**src/rtl/play_mode_ctrl_pkg.sv**
```systemverilog
// Shared definitions for the play-mode controller: mode encodings, rest note,
// FSM state type and a small one-hot helper.
package play_mode_ctrl_pkg;

  localparam logic [2:0] MODE_FREE  = 3'b100;
  localparam logic [2:0] MODE_AUTO  = 3'b010;
  localparam logic [2:0] MODE_LEARN = 3'b001;
  localparam logic [2:0] MODE_NONE  = 3'b000;

  localparam int NOTE_REST = 0;

  localparam int CNT_W = 16;

  typedef enum logic {
    ST_MUTE = 1'b0,
    ST_RUN  = 1'b1
  } state_e;

  function automatic logic is_onehot(input logic [2:0] m);
    return $onehot(m);
  endfunction

endpackage

```
**src/rtl/play_mode_ctrl_if.sv**
```systemverilog
// Bundle of mode select, source inputs and buzzer/LED outputs for play_mode_ctrl.
// The master side drives mode/keys/sources; the slave side is the controller.
interface play_mode_ctrl_if #(
  parameter int NUM_KEYS = 7,
  parameter int NOTE_W   = 4,
  parameter int OCT_W    = 2
);

  logic [2:0]          mode_i;
  logic [NUM_KEYS-1:0] keys_i;
  logic                oct_up_i;
  logic                oct_down_i;
  logic [NOTE_W-1:0]   note_auto_i;
  logic [NUM_KEYS-1:0] led_auto_i;
  logic [OCT_W-1:0]    oct_auto_i;
  logic [NOTE_W-1:0]   note_learn_i;
  logic [NUM_KEYS-1:0] led_learn_i;

  logic [NOTE_W-1:0]   note_out_o;
  logic [NUM_KEYS-1:0] led_out_o;
  logic [OCT_W-1:0]    octave_out_o;
  logic [2:0]          mode_active_o;
  logic                muting_o;

  modport master (
    output mode_i, keys_i, oct_up_i, oct_down_i,
    output note_auto_i, led_auto_i, oct_auto_i,
    output note_learn_i, led_learn_i,
    input  note_out_o, led_out_o, octave_out_o, mode_active_o, muting_o
  );

  modport slave (
    input  mode_i, keys_i, oct_up_i, oct_down_i,
    input  note_auto_i, led_auto_i, oct_auto_i,
    input  note_learn_i, led_learn_i,
    output note_out_o, led_out_o, octave_out_o, mode_active_o, muting_o
  );

endinterface

```
**src/rtl/play_mode_ctrl_key_prio_enc.sv**
```systemverilog
// Free-play key priority encoder: the lowest pressed key wins and is reported
// both as a note code (index+1, 0 = rest) and as a one-hot LED pattern.
module key_prio_enc #(
  parameter int NUM_KEYS = 7,
  parameter int NOTE_W   = 4
) (
  input  logic [NUM_KEYS-1:0] keys_i,
  output logic [NOTE_W-1:0]   note_o,
  output logic [NUM_KEYS-1:0] led_o
);

  // Scan from the top key down so the last hit (the lowest index) takes priority
  always_comb begin
    note_o = '0;
    led_o  = '0;
    for (int i = NUM_KEYS - 1; i >= 0; i--) begin
      if (keys_i[i]) begin
        note_o    = NOTE_W'(i + 1);
        led_o     = '0;
        led_o[i]  = 1'b1;
      end
    end
  end

endmodule

```
**src/rtl/play_mode_ctrl.sv**
```systemverilog
// Play-mode controller: selects free/auto/learn sources for the buzzer and
// LEDs, inserting a silent gap of MUTE_CYCLES clocks whenever the mode changes.
// The free-mode octave register saturates and survives trips through other modes.
module play_mode_ctrl
  import play_mode_ctrl_pkg::*;
#(
  parameter int NUM_KEYS    = 7,
  parameter int NOTE_W      = 4,
  parameter int OCT_W       = 2,
  parameter int MUTE_CYCLES = 16,
  parameter int OCT_RESET   = 1
) (
  input  logic           clk,
  input  logic           rst_n,
  play_mode_ctrl_if.slave bus
);

  localparam logic [CNT_W-1:0] CNT_RELOAD = CNT_W'(MUTE_CYCLES - 1);
  localparam logic [OCT_W-1:0] OCT_MAX    = '1;
  localparam logic [OCT_W-1:0] OCT_INIT   = OCT_W'(OCT_RESET);

  state_e              state_q, state_d;
  logic [2:0]          mode_q, mode_d;
  logic [CNT_W-1:0]    cnt_q, cnt_d;
  logic [OCT_W-1:0]    oct_q, oct_d;
  logic [NOTE_W-1:0]   note_q, note_d;
  logic [NUM_KEYS-1:0] led_q, led_d;
  logic [OCT_W-1:0]    octout_q, octout_d;

  logic [NOTE_W-1:0]   free_note;
  logic [NUM_KEYS-1:0] free_led;

  key_prio_enc #(
    .NUM_KEYS (NUM_KEYS),
    .NOTE_W   (NOTE_W)
  ) u_key_prio_enc (
    .keys_i (bus.keys_i),
    .note_o (free_note),
    .led_o  (free_led)
  );

  // Mode tracking and gap countdown: any new mode value restarts the gap,
  // an invalid mode parks the counter at its reload value
  always_comb begin
    state_d = state_q;
    mode_d  = mode_q;
    cnt_d   = cnt_q;
    case (state_q)
      ST_MUTE: begin
        if (bus.mode_i != mode_q) begin
          mode_d = bus.mode_i;
          cnt_d  = CNT_RELOAD;
        end else if (!is_onehot(mode_q)) begin
          cnt_d = CNT_RELOAD;
        end else if (cnt_q == '0) begin
          state_d = ST_RUN;
        end else begin
          cnt_d = cnt_q - CNT_W'(1);
        end
      end
      ST_RUN: begin
        if (bus.mode_i != mode_q) begin
          state_d = ST_MUTE;
          mode_d  = bus.mode_i;
          cnt_d   = CNT_RELOAD;
        end
      end
      default: begin
        state_d = ST_MUTE;
        mode_d  = MODE_NONE;
        cnt_d   = CNT_RELOAD;
      end
    endcase
  end

  // Saturating octave stepping, only while free mode is actually playing
  always_comb begin
    oct_d = oct_q;
    if (state_q == ST_RUN && mode_q == MODE_FREE) begin
      if (bus.oct_up_i && !bus.oct_down_i && oct_q != OCT_MAX) begin
        oct_d = oct_q + OCT_W'(1);
      end else if (bus.oct_down_i && !bus.oct_up_i && oct_q != '0) begin
        oct_d = oct_q - OCT_W'(1);
      end
    end
  end

  // Output selection for the next cycle: silence during the gap, otherwise the
  // active source; octave output freezes while muted
  always_comb begin
    note_d   = NOTE_W'(NOTE_REST);
    led_d    = '0;
    octout_d = octout_q;
    if (state_d == ST_RUN) begin
      octout_d = oct_d;
      case (mode_q)
        MODE_FREE: begin
          note_d = free_note;
          led_d  = free_led;
        end
        MODE_AUTO: begin
          note_d   = bus.note_auto_i;
          led_d    = bus.led_auto_i;
          octout_d = bus.oct_auto_i;
        end
        MODE_LEARN: begin
          note_d = bus.note_learn_i;
          led_d  = bus.led_learn_i;
        end
        default: begin
          note_d = NOTE_W'(NOTE_REST);
          led_d  = '0;
        end
      endcase
    end
  end

  // State, mode, counter and output registers with asynchronous silencing reset
  always_ff @(posedge clk or negedge rst_n) begin
    if (!rst_n) begin
      state_q  <= ST_MUTE;
      mode_q   <= MODE_NONE;
      cnt_q    <= CNT_RELOAD;
      oct_q    <= OCT_INIT;
      note_q   <= NOTE_W'(NOTE_REST);
      led_q    <= '0;
      octout_q <= OCT_INIT;
    end else begin
      state_q  <= state_d;
      mode_q   <= mode_d;
      cnt_q    <= cnt_d;
      oct_q    <= oct_d;
      note_q   <= note_d;
      led_q    <= led_d;
      octout_q <= octout_d;
    end
  end

  assign bus.note_out_o    = note_q;
  assign bus.led_out_o     = led_q;
  assign bus.octave_out_o  = octout_q;
  assign bus.mode_active_o = (state_q == ST_RUN) ? mode_q : MODE_NONE;
  assign bus.muting_o      = (state_q == ST_MUTE);

endmodule

```
**src/flat_wrapper.sv**
```systemverilog
// flat-port wrapper written by rule: the top's interface ports become plain ports
module play_mode_ctrl_flat import play_mode_ctrl_pkg::*;
#(
  parameter int NUM_KEYS    = 7,
  parameter int NOTE_W      = 4,
  parameter int OCT_W       = 2,
  parameter int MUTE_CYCLES = 16,
  parameter int OCT_RESET   = 1
)
  (clk, rst_n, bus_mode_i, bus_keys_i, bus_oct_up_i, bus_oct_down_i, bus_note_auto_i, bus_led_auto_i, bus_oct_auto_i, bus_note_learn_i, bus_led_learn_i, bus_note_out_o, bus_led_out_o, bus_octave_out_o, bus_mode_active_o, bus_muting_o);
  play_mode_ctrl_if #(.NUM_KEYS(NUM_KEYS), .NOTE_W(NOTE_W), .OCT_W(OCT_W)) bus_i ();
  input  logic clk;
  input  logic rst_n;
  input wire logic [$bits(bus_i.mode_i)-1:0] bus_mode_i;
  input wire logic [$bits(bus_i.keys_i)-1:0] bus_keys_i;
  input wire logic [$bits(bus_i.oct_up_i)-1:0] bus_oct_up_i;
  input wire logic [$bits(bus_i.oct_down_i)-1:0] bus_oct_down_i;
  input wire logic [$bits(bus_i.note_auto_i)-1:0] bus_note_auto_i;
  input wire logic [$bits(bus_i.led_auto_i)-1:0] bus_led_auto_i;
  input wire logic [$bits(bus_i.oct_auto_i)-1:0] bus_oct_auto_i;
  input wire logic [$bits(bus_i.note_learn_i)-1:0] bus_note_learn_i;
  input wire logic [$bits(bus_i.led_learn_i)-1:0] bus_led_learn_i;
  output wire logic [$bits(bus_i.note_out_o)-1:0] bus_note_out_o;
  output wire logic [$bits(bus_i.led_out_o)-1:0] bus_led_out_o;
  output wire logic [$bits(bus_i.octave_out_o)-1:0] bus_octave_out_o;
  output wire logic [$bits(bus_i.mode_active_o)-1:0] bus_mode_active_o;
  output wire logic [$bits(bus_i.muting_o)-1:0] bus_muting_o;
  assign bus_i.mode_i = bus_mode_i;
  assign bus_i.keys_i = bus_keys_i;
  assign bus_i.oct_up_i = bus_oct_up_i;
  assign bus_i.oct_down_i = bus_oct_down_i;
  assign bus_i.note_auto_i = bus_note_auto_i;
  assign bus_i.led_auto_i = bus_led_auto_i;
  assign bus_i.oct_auto_i = bus_oct_auto_i;
  assign bus_i.note_learn_i = bus_note_learn_i;
  assign bus_i.led_learn_i = bus_led_learn_i;
  assign bus_note_out_o = bus_i.note_out_o;
  assign bus_led_out_o = bus_i.led_out_o;
  assign bus_octave_out_o = bus_i.octave_out_o;
  assign bus_mode_active_o = bus_i.mode_active_o;
  assign bus_muting_o = bus_i.muting_o;
  play_mode_ctrl #(.NUM_KEYS(NUM_KEYS), .NOTE_W(NOTE_W), .OCT_W(OCT_W), .MUTE_CYCLES(MUTE_CYCLES), .OCT_RESET(OCT_RESET)) u_core (.clk(clk), .rst_n(rst_n), .bus(bus_i));
endmodule
```
**config.mk**
```make
export PLATFORM = sky130hd
export DESIGN_NAME = play_mode_ctrl_flat
export DESIGN_NICKNAME = d
export VERILOG_FILES = /design/src/rtl/play_mode_ctrl_pkg.sv /design/src/rtl/play_mode_ctrl_if.sv /design/src/rtl/play_mode_ctrl_key_prio_enc.sv /design/src/rtl/play_mode_ctrl.sv /design/src/flat_wrapper.sv
export SDC_FILE = /design/constraint.sdc
export NUM_CORES = 1
export LEC_CHECK = 0
export ABC_AREA = 1
export CAP_MARGIN = 20
export CELL_PAD_IN_SITES_DETAIL_PLACEMENT = 0
export CELL_PAD_IN_SITES_GLOBAL_PLACEMENT = 1
export CORE_MARGIN = 2
export CORE_UTILIZATION = 37
export DETAILED_ROUTE_END_ITERATION = 6
export PLACE_DENSITY_LB_ADDON = 0.05
export SYNTH_ARGS = -nofsm -noshare
export SYNTH_HDL_FRONTEND = slang
export SYNTH_SLANG_ARGS = --single-unit
```
**constraint.sdc**
```tcl
create_clock -name clk -period 4.3 [get_ports clk]
set_clock_uncertainty 0.1 [all_clocks]
set_input_delay 0.86 -clock clk [delete_from_list [all_inputs] [get_ports clk]]
set_output_delay 0.86 -clock clk [all_outputs]
set_load 0.02 [all_outputs]
```
==> results.md <==
- Crit Path Category: flop to output pin
- Antenna Violating Nets Remaining: 0
- Floorplan row count: 27
- DIE AREA: 6360 um^2
- Die Wd: around 80 um
- Synthesis-to-layout area growth: 31.9%
- Setup crit start kind: flop
- Pwr Density: ~270 nW/um^2
- Post-DR wirelength/cell: about 12 um
- Count of final hold-check violations: 0
- # placed instances: about 400
- Port bufs: 54
- Max Slew Vio Count: 0
- GPL Wtd Cong: 0.792
- Max stage delay on crit path: around 600 ps
- CTS max path bufs: 2
- CTS tree: done
- Sequential fraction of the synthesis area: 0.416
- Cell count along the critical path: 3
- NumNets Final: about 380
- Clk root buf: clkbuf_8
- DP HPWL: around 3700 um
- Drt pass-1 iters: 4
- Skew-Pair Late Insertion Delay: 300 ps
- Post-CTS Setup Inserts: 0
- Slowest CP cell: clkdlybuf4s50_1
- First-pass GRT wire length: approximately 8400 um
- CP cell instances: nand2_1, inv_1, clkdlybuf4s50_1
- Syn Area/Cell: around 7.4 um^2
- Crit end category: output pin
- Starting Density: 0.383
- LEAKAGE: 1.36 nW
- CTS Buf Count: 5
- Fmax achieved: between 0.3 and 0.4 GHz
- Min-delay src: u_core.bus.octave_out_o[0]
- Clock Sinks: 35
- TNS Setup: 0 ps
- Crit path time final: 2520 ps
- Status: complete, no violations
- Core footprint: 5540 um^2
- Most frequent cells in the layout: nand2_1, clkdlybuf4s50_1, inv_1
- # diodes: 0
- Mapped Area: approximately 2100 um^2
- DR vias: 1,892
- Gate Count Post-Synth: roughly 290
- Synth Net Count: between 300 and 400
- Initial antenna violation count: 0
- Most common cell after layout, fill and taps aside: nand2_1
- Library cells used by synthesis: 33
- Kind of cell adding the most delay to the critical path: buffers and inverters
- Total Wirelength: roughly 5000 um
- Iter 0 DRT Violations: 106
- Congestion Overflow GR: 0
- Worst Max-Slew Pin Slew: between 800 and 900 ps
- Final setup viols: 0
- Post-route DRC violation count: 0
- Fin cells: 411
- Seq cells post-synth: 35
- Crit path buf inv count: 2
- Min-Delay Endpoint: u_core.bus.octave_out_o[0]
- Layout cells sized above 1: 0.0944
- Vias in the first global route: about 1,900
- Worst R2R Setup Slack: between 1500 and 2000 ps
- Die height: approximately 80 um
- Post-CTS Resized: 0
- Path depth of the worst reg2reg path: 11
- Reg2reg end: u_core.bus.note_out_o[2]
- Hold WS: between 300 and 400 ps
- Part of the cycle the worst path needs: 0.585
- Gr usage total: 0.169
- Worst Path Required: about 3300 ps
- Crit Reg-Reg Startpoint: u_core.mode_q[0]
- CTS HTree Levels: 2
- Worst hold-check path type: flop to flop
- WP data arrival: 1560 ps
- Ports: 55
- WHS Path Cells: 2
- Peak supply drop: 0.131 mV
- Hold_buf cts: 0
- Max_slew headroom: 0.444
- Via density: ~4.6
- CP max FO: 7
- RSZ-0062 raised after global routing: no
- Clock transition at path regs: approximately 70 ps
- Synth warn: 0
- # Max-Cap Violations: 0
- Largest net degree at the start of global routing: 36
[cell usage after synthesis, drive strengths merged]
cell / instances / area share
or2: 3 / 0.0088
nand2: 94 / 0.17
ha: 4 / 0.024
xnor2: 2 / 0.0083
dfrtp: 29 / 0.34
nor3b: 1 / 0.0035
nand3b: 2 / 0.0071
o21ai: 9 / 0.021
nor3: 5 / 0.016
nor2: 38 / 0.079
a22o: 1 / 0.0041
buf: 5 / 0.024
dfstp: 6 / 0.074
clkbuf: 4 / 0.0071
nand3: 21 / 0.052
a21oi: 5 / 0.012
xor2: 8 / 0.033
fa: 1 / 0.0094
inv: 35 / 0.062
nor4: 2 / 0.0088
nand4: 3 / 0.0088
a31oi: 8 / 0.024
[layout make-up]
class	instances	area, um^2
repair buffers	54	536
clock buffers	6	82.6
well taps	72	90.1
fillers	557	2740
inverters	35	131
multi-input cells	207	1040
clock inverters	2	35.0
flip-flops and latches	35	883
[metal layers]
layer	GRT usage	up-vias	share of wire
met1	0.203	848	0.45
met5	0	-	0
met3	0.0520	5	0.055
li1	-	998	-
met4	0.0458	0	0.011
met2	0.293	41	0.48
[how the worst max path moves through the flow]
stage,end,slack (ps),start
2_1_floorplan,u_core.bus.octave_out_o[1],2340,u_core.mode_q[0]
3_3_place_gp,u_core.bus.note_out_o[2],1760,bus_mode_i[0]
3_5_place_dp,u_core.bus.note_out_o[2],1720,bus_mode_i[0]
4_1_cts,bus_mode_active_o[2],1770,u_core.mode_q[2]
5_1_grt,u_core.bus.note_out_o[2],1630,u_core.mode_q[0]
6_report,bus_mode_active_o[2],1780,u_core.mode_q[2]
[power breakdown]
part,internal (W),leakage [nW],total (W),switching (W)
registers,0.000338,0.461,0.000342,0.00000392
logic,0.0000435,0.837,0.0000875,0.0000440
clock network,0.000188,0.0612,0.000314,0.000127
[worst min-delay path, stage by stage (launching register included)]
cell and delay, ps:
dfstp_2 370, nand2_1 50, nand2_1 50
[kinds of logic after synthesis]
family,after synthesis,share of synthesized area
AO/OA/AOI/OAI,23,0.0607
AND/OR/NAND/NOR,169,0.357
buffers and inverters,44,0.0925
flip-flops,35,0.416
adder cells (fa/ha/maj),5,0.0330
XOR/XNOR,10,0.0413
[sequential cells by signal, indices dropped and copies added, names as in the netlist]
| name | flops |
|---|---|
| u_core.bus.led_out_o | 7 |
| u_core.bus.note_out_o | 4 |
| u_core.bus.octave_out_o | 2 |
| u_core.cnt_q | 16 |
| u_core.mode_q | 3 |
| u_core.oct_q | 2 |
| u_core.state_q | 1 |
[metrics by stage]
step	utilization	cell area [um^2]	worst slack, ps	power [W]
2_1_floorplan	-	2120	2340	0.000387
3_3_place_gp	0.484	2680	1760	0.000437
3_5_place_dp	0.484	2680	1720	0.000437
4_1_cts	0.506	2800	1770	0.000754
6_report	0.506	2800	1780	0.000743
5_1_grt	0.506	2800	1630	0.000781
No activity file was read; power rests on OpenSTA's default activity.
